<file path="config.mk">
export PLATFORM = sky130hd
export DESIGN_NAME = controlador_displays
export DESIGN_NICKNAME = d
export VERILOG_FILES = /design/src/rtl/controlador_displays.sv
export SDC_FILE = /design/constraint.sdc
export NUM_CORES = 1
export LEC_CHECK = 0
export ABC_AREA = 1
export BUFFER_PORTS_ARGS = -buffer_cell sky130_fd_sc_hd__buf_2
export CORE_ASPECT_RATIO = 2
export CORE_MARGIN = 2
export CORE_UTILIZATION = 40
export DETAILED_ROUTE_END_ITERATION = 16
export PLACE_DENSITY = 0.56
export SYNTH_ARGS = -nofsm -noshare
export SYNTH_HDL_FRONTEND = slang
export SYNTH_SLANG_ARGS = --single-unit
</file>
<file path="constraint.sdc">
create_clock -name clk -period 3.6 [get_ports clk]
set_input_delay 0.18 -clock clk [delete_from_list [all_inputs] [get_ports clk]]
set_output_delay 0.18 -clock clk [all_outputs]
set_load 0.01 [all_outputs]
</file>
<file path="src/rtl/controlador_displays.sv">
// rtl/controlador_displays.sv - time-multiplexed scan controller for a common-anode 7-segment bank.
// Optional leading-zero blanking is enabled by defining SUPRESION_CEROS_EN.
module controlador_displays #(
  parameter int N_DIGITOS    = 4,
  parameter int DIV_REFRESCO = 50000
) (
  input  logic                   clk,
  input  logic                   rst_n,
  input  logic [4*N_DIGITOS-1:0] digitos,
  input  logic [N_DIGITOS-1:0]   punto,
  input  logic                   habilitar,
  output logic [3:0]             bcd,
  output logic [N_DIGITOS-1:0]   anodos,
  output logic                   dp,
  output logic                   fin_barrido
);

  localparam int ANCHO_DIV = $clog2(DIV_REFRESCO);
  localparam int ANCHO_IDX = (N_DIGITOS > 1) ? $clog2(N_DIGITOS) : 1;
  localparam logic [ANCHO_DIV-1:0] PRESC_MAX = ANCHO_DIV'(DIV_REFRESCO - 1);
  localparam logic [ANCHO_IDX-1:0] IDX_MAX   = ANCHO_IDX'(N_DIGITOS - 1);

  logic [ANCHO_DIV-1:0]   prescaler;
  logic [ANCHO_IDX-1:0]   index;
  logic [4*N_DIGITOS-1:0] snap_dig;
  logic [N_DIGITOS-1:0]   snap_punto;
  logic                   tick;
  logic                   fin_scan;
  logic [3:0]             nibble;
  logic                   punto_sel;
  logic                   blank_sel;
  logic [N_DIGITOS-1:0]   one_hot;

  assign tick     = (prescaler == PRESC_MAX);
  assign fin_scan = habilitar && tick && (index == IDX_MAX);

  always_ff @(posedge clk or negedge rst_n) begin
    if (!rst_n) begin
      prescaler <= '0;
      index     <= '0;
    end else if (!habilitar) begin
      prescaler <= '0;
      index     <= '0;
    end else if (tick) begin
      prescaler <= '0;
      index     <= (index == IDX_MAX) ? '0 : index + 1'b1;
    end else begin
      prescaler <= prescaler + 1'b1;
    end
  end

  // Snapshot is transparent while disabled and otherwise only reloads at scan end,
  // so a scan never mixes digits from two different input words.
  always_ff @(posedge clk or negedge rst_n) begin
    if (!rst_n) begin
      snap_dig   <= '0;
      snap_punto <= '0;
    end else if (!habilitar || fin_scan) begin
      snap_dig   <= digitos;
      snap_punto <= punto;
    end
  end

  always_comb begin
    nibble    = snap_dig[4*int'(index) +: 4];
    punto_sel = snap_punto[index];
    one_hot   = N_DIGITOS'(1) << index;
  end

`ifdef SUPRESION_CEROS_EN
  logic [N_DIGITOS-1:0] blank;
  logic                 zeros_acc;

  // Walk down from the most significant digit; a slot stays blank while all
  // nibbles at and above it are zero. Digit 0 is never blanked.
  always_comb begin
    blank     = '0;
    zeros_acc = 1'b1;
    for (int i = N_DIGITOS - 1; i > 0; i--) begin
      zeros_acc = zeros_acc && (snap_dig[4*i +: 4] == 4'h0);
      blank[i]  = zeros_acc;
    end
  end

  assign blank_sel = blank[index];
`else
  assign blank_sel = 1'b0;
`endif

  always_ff @(posedge clk or negedge rst_n) begin
    if (!rst_n) begin
      bcd         <= 4'h0;
      anodos      <= '1;
      dp          <= 1'b1;
      fin_barrido <= 1'b0;
    end else if (!habilitar) begin
      bcd         <= snap_dig[3:0];
      anodos      <= '1;
      dp          <= 1'b1;
      fin_barrido <= 1'b0;
    end else begin
      bcd         <= nibble;
      anodos      <= blank_sel ? '1 : ~one_hot;
      dp          <= blank_sel | ~punto_sel;
      fin_barrido <= fin_scan;
    end
  end

endmodule

</file>
==> results of run 1 <==
==> flip-flops by register name, summed over array words and instances, names as in the netlist <==
name	flops
prescaler	16
index	2
snap_punto	4
dp	1
anodos	4
fin_barrido	1
bcd	4
snap_dig	16
==> cell usage in the layout (no fill, tap or decap), types with 4 or more instances in the layout <==
cell / synthesis / layout
a21oi_1: 5 / 5
buf_2: 1 / 32
inv_1: 26 / 26
ha_1: 5 / 5
o21ai_0: 15 / 15
nor3_1: 9 / 9
dfstp_2: 5 / 5
nand2_1: 83 / 83
xor2_1: 4 / 4
clkbuf_16: 0 / 5
nand3_1: 34 / 34
dfrtp_1: 43 / 43
nor2_1: 41 / 41
==> per-stage QoR <==
stage	worst slack (ps)	total power, mW	hold WS (ps)
floorplan	2290	0.697	-116
global placement	1940	0.760	373
detailed placement	1890	0.762	376
CTS	1870	1.23	83.2
global route	1700	1.27	94.7
finish	1880	1.21	86.3
==> path summary, 6_finish.rpt <==
kind	from	to	slack (ps)	depth (start not counted)
min reg2reg	prescaler[0]$_DFF_PN0_	prescaler[0]$_DFF_PN0_	490	1
min	rst_n	prescaler[1]$_DFF_PN0_	90	1
max reg2reg	index[0]$_DFFE_PN0P_	snap_dig[5]$_DFFE_PN0P_	1880	7
min in group clk	punto[3]	snap_punto[3]$_DFFE_PN0P_	90	3
max	index[0]$_DFFE_PN0P_	snap_dig[5]$_DFFE_PN0P_	1880	7
max in group asynchronous	rst_n	snap_dig[6]$_DFFE_PN0P_	2850	1
==> worst max-delay path: stages, from the launching register on <==
cell     delay (ps)
dfrtp_1         580
ha_1            240
nand2_1          80
inv_1           100
nand3_4         230
nand2_4         280
nand2_1          80
nand2_1          60
==> kinds of logic (layout without fill, tap and decap cells) <==
family | Yosys count | count (layout) | synth area share [%]
AOI/OAI and AO/OA | 22 | 22 | 4.81
adders and majority gates | 5 | 5 | 2.64
xor gates and xnor gates | 4 | 4 | 1.48
buffers and inverters | 36 | 68 | 7.34
and+or+nand+nor | 177 | 177 | 32.8
DFF | 48 | 48 | 51.0
==> layout make-up <==
type                    count  area share (%)
flip-flops and latches     48            44.9
inverters                  27            3.77
multi-input cells         208            36.7
repair buffers             33            6.24
well taps                  61            2.84
clock buffers               8            5.45
==> power groups by stage <==
stage / sequential, mW / combinational [mW] / clock [mW]
2_1_floorplan: 0.619 / 0.0784 / 0
3_3_place_gp: 0.623 / 0.137 / 0
3_5_place_dp: 0.624 / 0.138 / 0
4_1_cts: 0.614 / 0.138 / 0.477
5_1_grt: 0.619 / 0.155 / 0.497
6_report: 0.614 / 0.135 / 0.466
==> per-layer routing <==
metal	share of wire, %	vias to the layer above	track usage (%)
met1	34	930	17.6
li1	-	986	-
met2	58	44	34.5
met3	2.3	19	2.51
met4	5.2	0	11.5
met5	0	-	0
==> results.sh, run 1 <==
export IMPL_globalplace_congestion=0.835
export IMPL_avgSynthCellArea_um2=8.11
export IMPL_cp_start_kind="register"
export IMPL_synthDistinctLibCells=24
export IMPL_area_delta_synth_final_pct=13.4
export IMPL_post_cts_resized=0
export IMPL_max_slew_margin_rel_pct=28.6
export IMPL_syn_inst=292
export IMPL_ys_async_sr_fraction_pct=100
export IMPL_root_buffer="clkbuf_16"
export IMPL_rsz0062_at_grt="no"
export IMPL_die_area_um2=6590
export IMPL_fin_skew_ps=7.95
export IMPL_power_switching_uw=304
export IMPL_ys_warn_count=0
export IMPL_cts_buffer_depth=2
export IMPL_cp_max_fo=22
export IMPL_yosys_top_cells_count="nand2_1 (83), dfrtp_1 (43), nor2_1 (41)"
export IMPL_slew_violations=0
export IMPL_synth_area_um2=2370
export IMPL_yosysSeqAreaShare_pct=51.0
export IMPL_first_global_vias=1995
export IMPL_rows=39
export IMPL_ys_top_cells_by_area="dfrtp_1 (45%), nand2_1 (13%), nand3_1 (7.2%)"
export IMPL_maxCapViolations=0
export IMPL_die_x_um=58.4
export IMPL_tightest_slew_ps=1070
export IMPL_hold_viol=0
export IMPL_synth_edf_count=0
export IMPL_ctsHtreeMaxLevel=2
export IMPL_seqPwrFrac_pct=50.6
export IMPL_hold_class="in -> async"
export IMPL_dp_cells=377
export IMPL_synth_most_common_cell="nand2_1"
export IMPL_ant_nets=0
export IMPL_drc_errors=0
export IMPL_antenna_found_initial=0
export IMPL_min_period_ps=1720
export IMPL_clk_pin_slew_ps=70
export IMPL_power_density_nw_per_um2=452
export IMPL_regArea_um2=1210
export IMPL_dpl_cell_area_um2=2540
export IMPL_max_freq_mhz=580
export IMPL_clk_latency_ps=290
export IMPL_start_util_pct=41.5
export IMPL_fillers=598
export IMPL_routed_via_count=1979
export IMPL_finalSetupTns_ps=0
export IMPL_cts_sinks=48
export IMPL_power_leakage_nw=1.35
export IMPL_synthFlopType="dfrtp_1"
export IMPL_wire_per_inst_um=14.2
export IMPL_final_util_pct=47.1
export IMPL_grt_pass1_wl_mm=9.01
export IMPL_firstDrtPassIters=6
export IMPL_irDropWorstVdd_uv=304
export IMPL_multi_input_area_um2=987
export IMPL_track_usage_pct=18.4
export IMPL_io_buffers=32
export IMPL_internal_power_uw=911
export IMPL_cts_made_buffers=5
export IMPL_diodes=0
export IMPL_ys_ff_latch=48
export IMPL_fin_area_um2=2690
export IMPL_dpl_hpwl_mm=4.16
export IMPL_crit_type="reg -> reg"
export IMPL_drive_gt1_share_pct=16.0
export IMPL_grt_max_degree=49
export IMPL_final_period_utilization_pct=47.9
export IMPL_crit_arrival_ps=1940
export IMPL_setup_violations=0
export IMPL_cts_setup_buffers=0
export IMPL_holdBufCountCts=0
export IMPL_cts_tree="built"
export IMPL_status="finished, final reports clean"
export IMPL_ios=33
export IMPL_synth_top_cell_area_share_pct=45.4
export IMPL_synth_nets=320
export IMPL_switching_share_pct=25.1
export IMPL_core_um2=5710
export IMPL_die_y_um=113
export IMPL_critPathCaptureType="register"
export IMPL_wirelength_mm=5.47
export IMPL_viasPerCell=5.14
export IMPL_p_comb_share_pct=11.1
export IMPL_final_nets=351
export IMPL_fin_cells=385
export IMPL_drtIter0Drc=72
export IMPL_grt_overflow_total=0
export IMPL_synth_top_area_cell="dfrtp_1"
export IMPL_crit_required_ps=3820
export IMPL_p_clk_share_pct=38.3
No activity file was read; power rests on OpenSTA's default activity.
==> inputs of run 2 (changes only) <==
- ABC_AREA: 1 -> 0
- PLACE_DENSITY: 0.56 -> 0.57
- clock period: 3.6 -> 1.6 ns (I/O delays scaled with it)
==> results.sh, run 2 <==
export IMPL_final_nets=279
export IMPL_yosysSeqAreaShare_pct=56.7
export IMPL_ios=33
export IMPL_reg_top3="prescaler (16), snap_dig (16)"
export IMPL_clk_latency_ps=290
export IMPL_total_power_mw=2.41
export IMPL_grt_most_used_layer="met2"
export IMPL_cts_sinks=48
export IMPL_switching_share_pct=21.7
export IMPL_hold_end="snap_dig[6]$_DFFE_PN0P_"
export IMPL_cts_made_buffers=5
export IMPL_whs_path_depth=2
export IMPL_use_met2_pct=32.0
export IMPL_grt_max_degree=24
export IMPL_avgSynthCellArea_um2=12.2
export IMPL_track_usage_pct=16.8
export IMPL_status="complete, but fails checks"
export IMPL_power_switching_uw=523
export IMPL_synthFlopType="dfrtp_1"
export IMPL_rows=37
export IMPL_slew_violations=0
export IMPL_ys_async_sr_fraction_pct=100
export IMPL_crit_required_ps=1770
export IMPL_irDropWorstVdd_uv=979
export IMPL_drtIter0Drc=31
export IMPL_cts_tree="built"
export IMPL_first_global_vias=1753
export IMPL_seqPwrFrac_pct=54.8
export IMPL_ctsHtreeMaxLevel=2
export IMPL_ys_warn_count=0
export IMPL_antenna_found_initial=0
export IMPL_grtUsageMet3_pct=2.90
export IMPL_hold_class="in -> reg"
export IMPL_synth_edf_count=0
export IMPL_ys_top_cells_by_area="dfrtp_1 (50%), mux2_1 (11%), dfstp_2 (6.2%)"
export IMPL_cts_buffer_depth=2
export IMPL_dpl_hpwl_mm=3.51
export IMPL_rrSetupSlack_ps=-90
export IMPL_grt_overflow_total=0
export IMPL_finalSetupTns_ps=-1490
export IMPL_io_buffers=32
export IMPL_routed_via_count=1654
export IMPL_use_met1_pct=17.1
export IMPL_rsz0062_at_grt="yes"
export IMPL_root_buffer="clkbuf_8"
export IMPL_globalplace_congestion=0.851
export IMPL_setup_violations=20
export IMPL_final_util_pct=55.8
export IMPL_max_slew_margin_rel_pct=64.2
export IMPL_max_freq_mhz=593
export IMPL_fin_ws_ps=-86.5
export IMPL_yosys_top_cells_count="dfrtp_1 (43), mux2_1 (20), nor2_1 (17)"
export IMPL_tightest_slew_ps=537
export IMPL_synth_area_um2=2130
export IMPL_die_area_um2=5960
export IMPL_cp_max_fo=20
export IMPL_drc_errors=0
export IMPL_synthDistinctLibCells=32
export IMPL_drive_gt1_share_pct=36.9
export IMPL_crit_arrival_ps=1860
export IMPL_core_um2=5140
export IMPL_final_period_utilization_pct=105
export IMPL_viasPerCell=5.34
export IMPL_p_comb_share_pct=10.5
export IMPL_rr_worst_depth=5
export IMPL_violations="setup timing"
export IMPL_die_y_um=107
export IMPL_crit_type="reg -> reg"
export IMPL_die_x_um=55.6
export IMPL_ant_nets=0
export IMPL_whs_ps=4.89
export IMPL_area_delta_synth_final_pct=34.6
export IMPL_fin_skew_ps=8.33
export IMPL_power_leakage_nw=1.28
export IMPL_grt_pass1_wl_mm=7.96
export IMPL_synth_top_area_cell="dfrtp_1"
export IMPL_critPathCaptureType="register"
export IMPL_firstDrtPassIters=4
export IMPL_p_clk_share_pct=34.7
export IMPL_final_common_cell="dfrtp_1"
export IMPL_synth_nets=202
export IMPL_clk_pin_slew_ps=90
export IMPL_mostFrequentLayoutCells="dfrtp_1 (43), buf_2 (32), buf_4 (28)"
export IMPL_hold_viol=0
export IMPL_hp_start="digitos[6]"
export IMPL_internal_power_mw=1.89
export IMPL_synth_most_common_cell="dfrtp_1"
export IMPL_synth_top_cell_area_share_pct=50.5
export IMPL_dp_slack_ps=-98.8
export IMPL_diodes=0
export IMPL_r2r_start="prescaler[10]$_DFF_PN0_"
export IMPL_maxCapViolations=0
export IMPL_power_density_nw_per_um2=841
export IMPL_cp_start_kind="register"
export IMPL_r2r_end="snap_dig[15]$_DFFE_PN0P_"
export IMPL_ys_ff_latch=48
export IMPL_syn_inst=174
export IMPL_min_period_ps=1690
export IMPL_start_util_pct=41.5
export IMPL_wirelength_mm=4.73
export IMPL_wire_per_inst_um=15.2
[run 2: changes by cell type in the layout (fill, tap and decap cells not counted), moves of 11 or more]
cell,previous run,this run
nand2_1,83,10
o21ai_0,15,0
xnor2_1,0,11
dlygate4sd3_1,0,12
buf_4,1,28
mux2_1,0,18
inv_1,26,5
nand3_1,34,6
nor2_1,41,17
[run 2: how the worst max path moves through the flow]
| stage | start | slack, ps | end | cells past startpoint |
|---|---|---|---|---|
| after global routing | prescaler[10]$_DFF_PN0_ | -180 | snap_dig[10]$_DFFE_PN0P_ | 5 |
| after global placement | prescaler[10]$_DFF_PN0_ | -60 | snap_punto[1]$_DFFE_PN0P_ | 5 |
| final | prescaler[10]$_DFF_PN0_ | -90 | snap_dig[15]$_DFFE_PN0P_ | 5 |
| after detailed placement | prescaler[10]$_DFF_PN0_ | -100 | snap_punto[0]$_DFFE_PN0P_ | 5 |
| after CTS | prescaler[10]$_DFF_PN0_ | -100 | snap_dig[15]$_DFFE_PN0P_ | 5 |
| after floorplan | prescaler[0]$_DFF_PN0_ | -70 | snap_dig[0]$_DFFE_PN0P_ | 6 |
[run 2: cell families (layout without fill, tap and decap cells)]
family,count (synthesis),after routing,share of synthesized area [%]
compound gates,16,16,4.46
simple gates,56,56,14.4
fa+ha+maj,5,5,2.94
flops,48,48,56.7
xor+xnor,13,13,5.34
buf+inv,10,88,1.94
mux,26,26,14.2
[run 2: stage by stage]
| stage | std cells | area [µm²] |
|---|---|---|
| after CTS | 307 | 2820 |
| after detailed placement | 287 | 2590 |
| after global routing | 310 | 2870 |
| after floorplan | 174 | 2140 |
| after global placement | 287 | 2590 |
| final | 310 | 2870 |
[run 2: repair_timing]
item / CTS / global route
hold endpoints to repair: 31 / 0
hold buffers: 12 / 0
pin swaps: 0 / 7
endpoints found under the setup margin: 20 / 36
buffers inserted: 0 / 3
resized for setup: 1 / 6
[run 2: cell type report]
cell class                      count  area, µm²
Timing Repair Buffer               75        542
Fill cell                         454       2270
Clock buffer                        6       72.6
Sequential cell                    48       1210
Inverter                            5       18.8
Multi-Input combinational cell    116        921
Tap cell                           58       72.6
Clock inverter                      2       35.0
[run 2: power groups by stage]
stage / clock network (mW) / registers (mW) / logic [mW]
floorplan: 0 / 1.35 / 0.0999
global placement: 0 / 1.34 / 0.220
detailed placement: 0 / 1.35 / 0.230
CTS: 0.868 / 1.32 / 0.256
global route: 0.918 / 1.33 / 0.282
finish: 0.838 / 1.32 / 0.253
[run 2: metal layers]
layer  routed length, µm  vias up
met3                 131        9
met2                2780       32
met1                1710      843
met4                 109        0
met5                   0        -
li1                    -      770
[run 2: critical path, stage by stage, from the launching register on]
cell     delay [ps]
dfrtp_1         430
nor4b_4         290
nand4_1         140
o21ai_2         180
buf_12          190
mux2_1          340
